===== src/rtl/sprite_motion_pkg.sv =====
// ============================================================================
// Module      : sprite_motion_pkg
// Description : Shared types and helpers for the sprite motion engine:
//               sweep FSM state encoding, per-sprite state record and the
//               playfield-limit computation.
// Ports       : none (package)
// Revision    : 1.0 - initial release
// ============================================================================
`default_nettype none

package sprite_motion_pkg;

  // Storage widths of the per-sprite record. Instances use POS_W/SPEED_W
  // bits of these fields; the record is sized for the largest legal build.
  localparam int MAX_POS_W   = 16;
  localparam int MAX_SPEED_W = 8;

  typedef enum logic [1:0] {
    ST_IDLE   = 2'd0,
    ST_UPDATE = 2'd1,
    ST_DONE   = 2'd2
  } state_t;

  typedef struct packed {
    logic [MAX_POS_W-1:0]   x;
    logic [MAX_POS_W-1:0]   y;
    logic [MAX_SPEED_W-1:0] sx;
    logic [MAX_SPEED_W-1:0] sy;
    logic                   xdir;
    logic                   ydir;
  } sprite_t;

  // Largest legal top-left coordinate along one axis.
  function automatic int calc_max(input int extent, input int box);
    return extent - box;
  endfunction

  // Power-up record: at the origin, moving towards increasing coordinates,
  // one pixel per frame on both axes.
  function automatic sprite_t reset_sprite();
    sprite_t s;
    s.x    = '0;
    s.y    = '0;
    s.sx   = MAX_SPEED_W'(1);
    s.sy   = MAX_SPEED_W'(1);
    s.xdir = 1'b0;
    s.ydir = 1'b0;
    return s;
  endfunction

endpackage

`default_nettype wire


===== src/rtl/sprite_axis_step.sv =====
// ============================================================================
// Module      : sprite_axis_step
// Description : Combinational single-axis motion step with edge reflection.
// Ports       : pos, speed, dir, max_pos  -> current axis state and limit
//               pos_next, dir_next, hit   -> updated state, edge-hit flag
// Revision    : 1.0 - initial release
// ============================================================================
`default_nettype none

module sprite_axis_step #(
  parameter int POS_W   = 8,
  parameter int SPEED_W = 3
) (
  input  logic [POS_W-1:0]   pos,
  input  logic [SPEED_W-1:0] speed,
  input  logic               dir,
  input  logic [POS_W-1:0]   max_pos,
  output logic [POS_W-1:0]   pos_next,
  output logic               dir_next,
  output logic               hit
);

  // One extra bit so pos+speed can never wrap before the limit compare.
  logic [POS_W:0] pos_ext;
  logic [POS_W:0] spd_ext;
  logic [POS_W:0] max_ext;
  logic [POS_W:0] sum;

  assign pos_ext = {1'b0, pos};
  assign spd_ext = (POS_W+1)'(speed);
  assign max_ext = {1'b0, max_pos};
  assign sum     = pos_ext + spd_ext;

  always_comb begin
    pos_next = pos;
    dir_next = dir;
    hit      = 1'b0;
    if (speed != '0) begin
      if (!dir) begin
        if (sum >= max_ext) begin
          pos_next = max_pos;
          dir_next = 1'b1;
          hit      = 1'b1;
        end else begin
          pos_next = sum[POS_W-1:0];
        end
      end else begin
        if (pos_ext <= spd_ext) begin
          pos_next = '0;
          dir_next = 1'b0;
          hit      = 1'b1;
        end else begin
          pos_next = pos - POS_W'(speed);
        end
      end
    end
  end

endmodule

`default_nettype wire


===== src/rtl/sprite_motion_engine.sv =====
// ============================================================================
// Module      : sprite_motion_engine
// Description : Per-frame motion engine for NUM_SPRITES bouncing sprites.
//               A sweep FSM advances one sprite per cycle after each
//               accepted frame tick, sharing one X and one Y step unit.
// Ports       : clk, reset               - clock, synchronous active-high reset
//               next_frame, enable       - frame tick and its qualifier
//               cfg_*                    - per-sprite configuration write
//               sprite_x/_y, *_dir       - flattened positions / directions
//               bounce, busy, frame_done, frame_overrun - status
//               collision                - only with SPRITE_MOTION_COLLISION_EN
// Options     : `define SPRITE_MOTION_COLLISION_EN adds box-overlap detection
// Revision    : 1.0 - initial release
// ============================================================================
`default_nettype none

module sprite_motion_engine
  import sprite_motion_pkg::*;
#(
  parameter int NUM_SPRITES   = 2,
  parameter int POS_W         = 8,
  parameter int SPEED_W       = 3,
  parameter int SPRITE_WIDTH  = 16,
  parameter int SPRITE_HEIGHT = 16,
  parameter int WIDTH_SMALL   = 160,
  parameter int HEIGHT_SMALL  = 120
) (
  input  logic                     clk,
  input  logic                     reset,
  input  logic                     next_frame,
  input  logic                     enable,
  input  logic                     cfg_valid,
  output logic                     cfg_ready,
  input  logic [2:0]               cfg_idx,
  input  logic [POS_W-1:0]         cfg_x,
  input  logic [POS_W-1:0]         cfg_y,
  input  logic [SPEED_W-1:0]       cfg_sx,
  input  logic [SPEED_W-1:0]       cfg_sy,
  input  logic                     cfg_xdir,
  input  logic                     cfg_ydir,
  output logic [NUM_SPRITES*POS_W-1:0] sprite_x,
  output logic [NUM_SPRITES*POS_W-1:0] sprite_y,
  output logic [NUM_SPRITES-1:0]   sprite_x_dir,
  output logic [NUM_SPRITES-1:0]   sprite_y_dir,
  output logic [NUM_SPRITES-1:0]   bounce,
  output logic                     busy,
  output logic                     frame_done,
  output logic                     frame_overrun
`ifdef SPRITE_MOTION_COLLISION_EN
  ,
  output logic [NUM_SPRITES-1:0]   collision
`endif
);

  localparam int IDX_W = (NUM_SPRITES > 1) ? $clog2(NUM_SPRITES) : 1;
  localparam logic [POS_W-1:0] XMAX = POS_W'(calc_max(WIDTH_SMALL, SPRITE_WIDTH));
  localparam logic [POS_W-1:0] YMAX = POS_W'(calc_max(HEIGHT_SMALL, SPRITE_HEIGHT));

  state_t           state;
  logic [IDX_W-1:0] idx;
  sprite_t          spr [NUM_SPRITES];

  sprite_t          cur;
  sprite_t          cfg_entry;
  logic [POS_W-1:0] x_next;
  logic [POS_W-1:0] y_next;
  logic             xdir_next;
  logic             ydir_next;
  logic             x_hit;
  logic             y_hit;

  assign cur       = spr[idx];
  assign busy      = (state != ST_IDLE);
  assign cfg_ready = (state == ST_IDLE);

  // Clamped configuration record, written as a whole on a handshake.
  always_comb begin
    cfg_entry      = reset_sprite();
    cfg_entry.x    = MAX_POS_W'((cfg_x > XMAX) ? XMAX : cfg_x);
    cfg_entry.y    = MAX_POS_W'((cfg_y > YMAX) ? YMAX : cfg_y);
    cfg_entry.sx   = MAX_SPEED_W'(cfg_sx);
    cfg_entry.sy   = MAX_SPEED_W'(cfg_sy);
    cfg_entry.xdir = cfg_xdir;
    cfg_entry.ydir = cfg_ydir;
  end

  sprite_axis_step #(.POS_W(POS_W), .SPEED_W(SPEED_W)) u_step_x (
    .pos      (POS_W'(cur.x)),
    .speed    (SPEED_W'(cur.sx)),
    .dir      (cur.xdir),
    .max_pos  (XMAX),
    .pos_next (x_next),
    .dir_next (xdir_next),
    .hit      (x_hit)
  );

  sprite_axis_step #(.POS_W(POS_W), .SPEED_W(SPEED_W)) u_step_y (
    .pos      (POS_W'(cur.y)),
    .speed    (SPEED_W'(cur.sy)),
    .dir      (cur.ydir),
    .max_pos  (YMAX),
    .pos_next (y_next),
    .dir_next (ydir_next),
    .hit      (y_hit)
  );

  always_ff @(posedge clk) begin
    if (reset) begin
      state         <= ST_IDLE;
      idx           <= '0;
      bounce        <= '0;
      frame_done    <= 1'b0;
      frame_overrun <= 1'b0;
      for (int i = 0; i < NUM_SPRITES; i++) begin
        spr[i] <= reset_sprite();
      end
    end else begin
      bounce        <= '0;
      frame_done    <= 1'b0;
      // A tick during a sweep is dropped, never queued.
      frame_overrun <= next_frame && enable && (state != ST_IDLE);
      case (state)
        ST_IDLE: begin
          // Out-of-range indices complete the handshake without a write.
          if (cfg_valid && (int'(cfg_idx) < NUM_SPRITES)) begin
            spr[cfg_idx[IDX_W-1:0]] <= cfg_entry;
          end
          if (next_frame && enable) begin
            state <= ST_UPDATE;
            idx   <= '0;
          end
        end
        ST_UPDATE: begin
          spr[idx].x    <= MAX_POS_W'(x_next);
          spr[idx].y    <= MAX_POS_W'(y_next);
          spr[idx].xdir <= xdir_next;
          spr[idx].ydir <= ydir_next;
          bounce[idx]   <= x_hit | y_hit;
          if (idx == IDX_W'(NUM_SPRITES - 1)) begin
            state      <= ST_DONE;
            frame_done <= 1'b1;
          end else begin
            idx <= idx + IDX_W'(1);
          end
        end
        ST_DONE: begin
          state <= ST_IDLE;
        end
        default: begin
          state <= ST_IDLE;
        end
      endcase
    end
  end

  for (genvar i = 0; i < NUM_SPRITES; i++) begin : g_flatten
    assign sprite_x[i*POS_W +: POS_W] = POS_W'(spr[i].x);
    assign sprite_y[i*POS_W +: POS_W] = POS_W'(spr[i].y);
    assign sprite_x_dir[i]            = spr[i].xdir;
    assign sprite_y_dir[i]            = spr[i].ydir;
  end

`ifdef SPRITE_MOTION_COLLISION_EN
  logic [NUM_SPRITES-1:0] overlap;

  // Half-open boxes overlap when each starts before the other one ends.
  always_comb begin
    overlap = '0;
    for (int i = 0; i < NUM_SPRITES; i++) begin
      for (int j = 0; j < NUM_SPRITES; j++) begin
        if ((i != j) &&
            (int'(spr[i].x) < int'(spr[j].x) + SPRITE_WIDTH) &&
            (int'(spr[j].x) < int'(spr[i].x) + SPRITE_WIDTH) &&
            (int'(spr[i].y) < int'(spr[j].y) + SPRITE_HEIGHT) &&
            (int'(spr[j].y) < int'(spr[i].y) + SPRITE_HEIGHT)) begin
          overlap[i] = 1'b1;
        end
      end
    end
  end

  // Sampled in DONE, when every sprite holds its final position.
  always_ff @(posedge clk) begin
    if (reset) begin
      collision <= '0;
    end else if (state == ST_DONE) begin
      collision <= overlap;
    end
  end
`endif

endmodule

`default_nettype wire


===== config.mk =====
export PLATFORM = sky130hd
export DESIGN_NAME = sprite_motion_engine
export DESIGN_NICKNAME = d
export VERILOG_FILES = /design/src/rtl/sprite_motion_pkg.sv /design/src/rtl/sprite_axis_step.sv /design/src/rtl/sprite_motion_engine.sv
export SDC_FILE = /design/constraint.sdc
export NUM_CORES = 1
export LEC_CHECK = 0
export CORE_ASPECT_RATIO = 0.6
export CORE_UTILIZATION = 50
export CTS_CLUSTER_DIAMETER = 50
export CTS_CLUSTER_SIZE = 25
export DETAILED_ROUTE_END_ITERATION = 7
export PLACE_DENSITY_LB_ADDON = 0.15
export SKIP_CTS_REPAIR_TIMING = 1
export SYNTH_ARGS = -nofsm -noshare
export SYNTH_HDL_FRONTEND = slang
export SYNTH_SLANG_ARGS = --single-unit
export TNS_END_PERCENT = 100

===== constraint.sdc =====
create_clock -name clk -period 3.6 [get_ports clk]
set_clock_uncertainty 0.05 [all_clocks]
set_input_delay 0.72 -clock clk [delete_from_list [all_inputs] [get_ports clk]]
set_output_delay 0.72 -clock clk [all_outputs]
set_load 0.01 [all_outputs]

==> summary.md, run 1 <==
| Metric | Value |
|---|---|
| Final Slew Violations | `0` |
| M3 GR Usage | `6.67%` |
| Skew-Pair Late Insertion Delay | `290 ps` |
| Overall track demand over capacity in global routing | `28.6%` |
| Clock share of power | `25.1%` |
| Kind of capture point of the worst setup path | `register` |
| Top flip-flop cell by instance count after synthesis | `edfxtp_1` |
| Met2 Track Usage GR | `39.4%` |
| Flop2flop setup slack | `140 ps` |
| Setup Crit Path Kind | `register to register` |
| Total internal power | `1.34 mW` |
| Quantity of I/O buffers inserted on ports | `73` |
| Mapped Nets | `540` |
| Ordered list of cells on the worst path | `mux2_2, inv_1, ha_1, inv_1, fa_2, a21oi_4, a31oi_1, o41a_4, buf_12, a221oi_2, nor2_1, a2111oi_4, nor2_1` |
| Post-DP HPWL | `10.6 mm` |
| Via count of the first global-routing pass | `3,806` |
| Multi-input logic area | `2580 sq um` |
| Switching power | `0.633 mW` |
| Number of cells on the worst hold path | `1` |
| Post-synthesis async set-or-reset flop share | `0%` |
| CTS H-tree depth | `2` |
| Width of the die | `126 um` |
| Share of post-route cells with drive strength above 1 | `16.4%` |
| Rows | `26` |
| Number of top-level pins | `74` |
| Area delta synth->final | `21.7%` |
| Clock tree from TritonCTS | `done` |
| Count of placed standard cells including taps | `651` |
| Met1 track utilization from global routing | `45.2%` |
| Commonest cells after routing, fill and taps aside | `73 x clkdlybuf4s50_1, 61 x nor2_1, 48 x edfxtp_1` |
| Final Non-Filler Cells | `668` |
| Clock tree root driver cell | `clkbuf_16` |
| Share of the yosys chip area belonging to registers | `35.0%` |
| Period utilization | `96.1%` |
| Initial antenna violation count | `0` |
| FF+latch count, synth | `56` |
| Average routed wire per standard cell | `20.2 um` |
| Number of hold violations in the final report | `0` |
| DRT antenna net count | `0` |
| Classification of the worst-slack hold path | `register to register` |
| Critical Path Slowest Stage Cell | `o41a_4` |
| Logic depth of the worst register-to-register path | `13` |
| Failing checks | `design-rule violations` |
| Number of instances in the synthesized netlist | `492` |
| Drc violations | `6` |
| Clock sinks | `56` |
| Arrival time reported for the critical path endpoint | `3450 ps` |
| Largest net degree at the start of global routing | `38` |
| Cell area after synthesis | `4580 sq um` |
| Sequential share of power | `39.6%` |
| Kind of start point of the critical path | `register` |
| Power, Total | `1.97 mW` |
| Number of antenna repair diodes | `0` |
| Fin nets | `603` |
| Max-cap violations | `0` |
| Sw Ratio | `32.2%` |
| Clock slew seen by the registers of the worst setup and hold paths | `70 ps` |
| Hold worst-path end | `state[0]$_SDFFE_PP0P_` |
| Result of the run | `finished, violations left` |
| Height of the chip | `76.1 um` |
| Achievable clock frequency | `0.289 GHz` |
| Post-route core utilization | `64.1%` |
| Wire length of the first global-routing pass | `21.3 mm` |
| DR vias | `4,065` |
| Register cell area after layout | `1610 sq um` |
| CP delay by family, top | `compound AO/OA/AOI/OAI gates` |
| Maximum count of clock buffers along a single path | `2` |
| Filler instances | `711` |
| Maximum ir drop on the vdd rail | `200 uV` |
| Total non-filler cell area in the finished layout | `5570 sq um` |
| Max FO, Critical Path | `8` |
| Post-synth EDFFs | `48` |
| Syn. warnings | `0` |
| Pwr dens | `354 nW/um^2` |
| Final worst path period need | `3460 ps` |
| Synth unique cells | `79` |
| Worst path max stage delay | `580 ps` |
| Gr busiest metal | `met1` |
| Initial DRC count | `443` |
| Slew of the pin with the lowest slew margin | `935 ps` |
| Global-route congestion overflow total | `0` |
| Number of CTS-inserted buffers | `5` |
| Slew Limit Headroom | `37.6%` |
| Weighted congestion at the end of routability-driven global placement | `0.981` |
| Leakage | `2.06 nW` |
| Combinational cell fraction of total power | `35.3%` |
| Total die area | `9550 sq um` |
| Commonest non-fill, non-tap cell in the layout | `clkdlybuf4s50_1` |
| Worst flop-to-flop path endpoint | `spr[0][20]$_SDFFCE_PN0P_` |
| Req. time, crit path | `3590 ps` |
| Core Footprint | `8690 sq um` |
| Area of placed instances | `5300 sq um` |
| TritonRoute pass-1 iters | `8` |
| Count of final setup violators | `0` |
| Average cell area after synthesis | `9.30 sq um` |
| Effective utilization at floorplan | `52.7%` |
| Average via count per standard cell | `6.09` |
| CP bufs+invs | `3` |
| Total wirelength of the detailed-routed design | `13.5 mm` |
| Min-delay src | `state[1]$_SDFFE_PP0P_` |
-- worst max path at each step --
| stage | from | end | slack, ps | depth (start not counted) |
|---|---|---|---|---|
| after floorplan | register | spr[1][10]$_SDFFCE_PN0P_ | 20 | 14 |
| after global placement | register | spr[0][18]$_SDFFCE_PN0P_ | 6 | 12 |
| after detailed placement | register | spr[1][18]$_SDFFCE_PN0P_ | -20 | 12 |
| after CTS | register | spr[1][18]$_SDFFCE_PN0P_ | -40 | 12 |
| after global routing | register | spr[1][19]$_SDFFCE_PN0P_ | -3 | 12 |
| final | register | spr[0][20]$_SDFFCE_PN0P_ | 140 | 13 |
-- power by group through the flow --
stage	clock (mW)	sequential [mW]	combinational, mW
global placement	0	0.793	0.638
finish	0.494	0.780	0.696
global route	0.521	0.784	0.747
floorplan	0	0.778	0.453
CTS	0.502	0.781	0.649
detailed placement	0	0.796	0.647
-- kinds of logic after synthesis --
logic type | after synthesis | share of synthesized area, %
AO/OA/AOI/OAI | 116 | 20.2
flip-flops | 56 | 35.0
AND/OR/NAND/NOR | 186 | 19.4
XOR/XNOR | 10 | 1.91
multiplexers | 33 | 8.56
buffers and inverters | 75 | 9.84
adder cells (fa/ha/maj) | 16 | 5.03
-- cell type report --
class	instances	area share, %
Inverter	20	1.35
Tap cell	112	2.52
Timing Repair Buffer	111	18.4
Clock buffer	8	2.63
Multi-Input combinational cell	361	46.3
Sequential cell	56	28.8
-- per-stage QoR --
step | TNS [ps] | hold slack (ps) | setup WS [ps]
after detailed placement | -27.6 | 440 | -16.4
after floorplan | 0 | 401 | 15.1
final | 0 | 456 | 141
after global routing | -2.60 | 497 | -2.60
after CTS | -62.2 | 458 | -37.2
after global placement | 0 | 442 | 5.89
-- state kept, by name, summed over array words and instances (netlist names), named ones only --
register       count
idx                1
bounce             2
state              2
frame_overrun      1
frame_done         1
spr               48
-- cell usage after synthesis, types with 4 or more instances --
library cell,count,area [sq um]
mux2_2,16,180
nor3_1,16,80.1
clkbuf_1,9,33.8
nand2_1,44,165
ha_1,12,150
and2_1,6,37.5
buf_2,6,30.0
fa_1,4,80.1
o21ai_0,14,70.1
a21oi_1,31,155
or3_1,8,50.1
mux2i_1,11,110
nor2b_1,5,31.3
buf_4,37,278
nand3_1,12,60.1
nand2b_1,9,56.3
inv_1,20,75.1
nor2_1,61,229
nor3b_1,4,30.0
edfxtp_1,48,1440
xnor2_1,7,61.3
a31oi_1,9,56.3
o31ai_1,4,30.0
and3_1,4,25.0
nor4_1,4,25.0
o22ai_1,6,37.5
dfxtp_1,8,160
-- metal layers --
metal | share of wire [%] | vias to the layer above | wire [um]
met3 | 12 | 18 | 1620
met1 | 47 | 1855 | 6370
met2 | 40 | 278 | 5410
met5 | 0 | - | 0
met4 | 0.94 | 0 | 127
li1 | - | 1914 | -
(Power assumes the default switching activity.)
==> inputs of run 2 (changes only) <==
--- a/config.mk
+++ b/config.mk
@@ -5,6 +5,7 @@
 export SDC_FILE = /design/constraint.sdc
 export NUM_CORES = 1
 export LEC_CHECK = 0
+export CAP_MARGIN = 20
 export CORE_ASPECT_RATIO = 0.6
 export CORE_UTILIZATION = 50
 export CTS_CLUSTER_DIAMETER = 50
==> results of run 2 <==
Same layout as run 1: the final DEF is identical, and so are final timing and power.
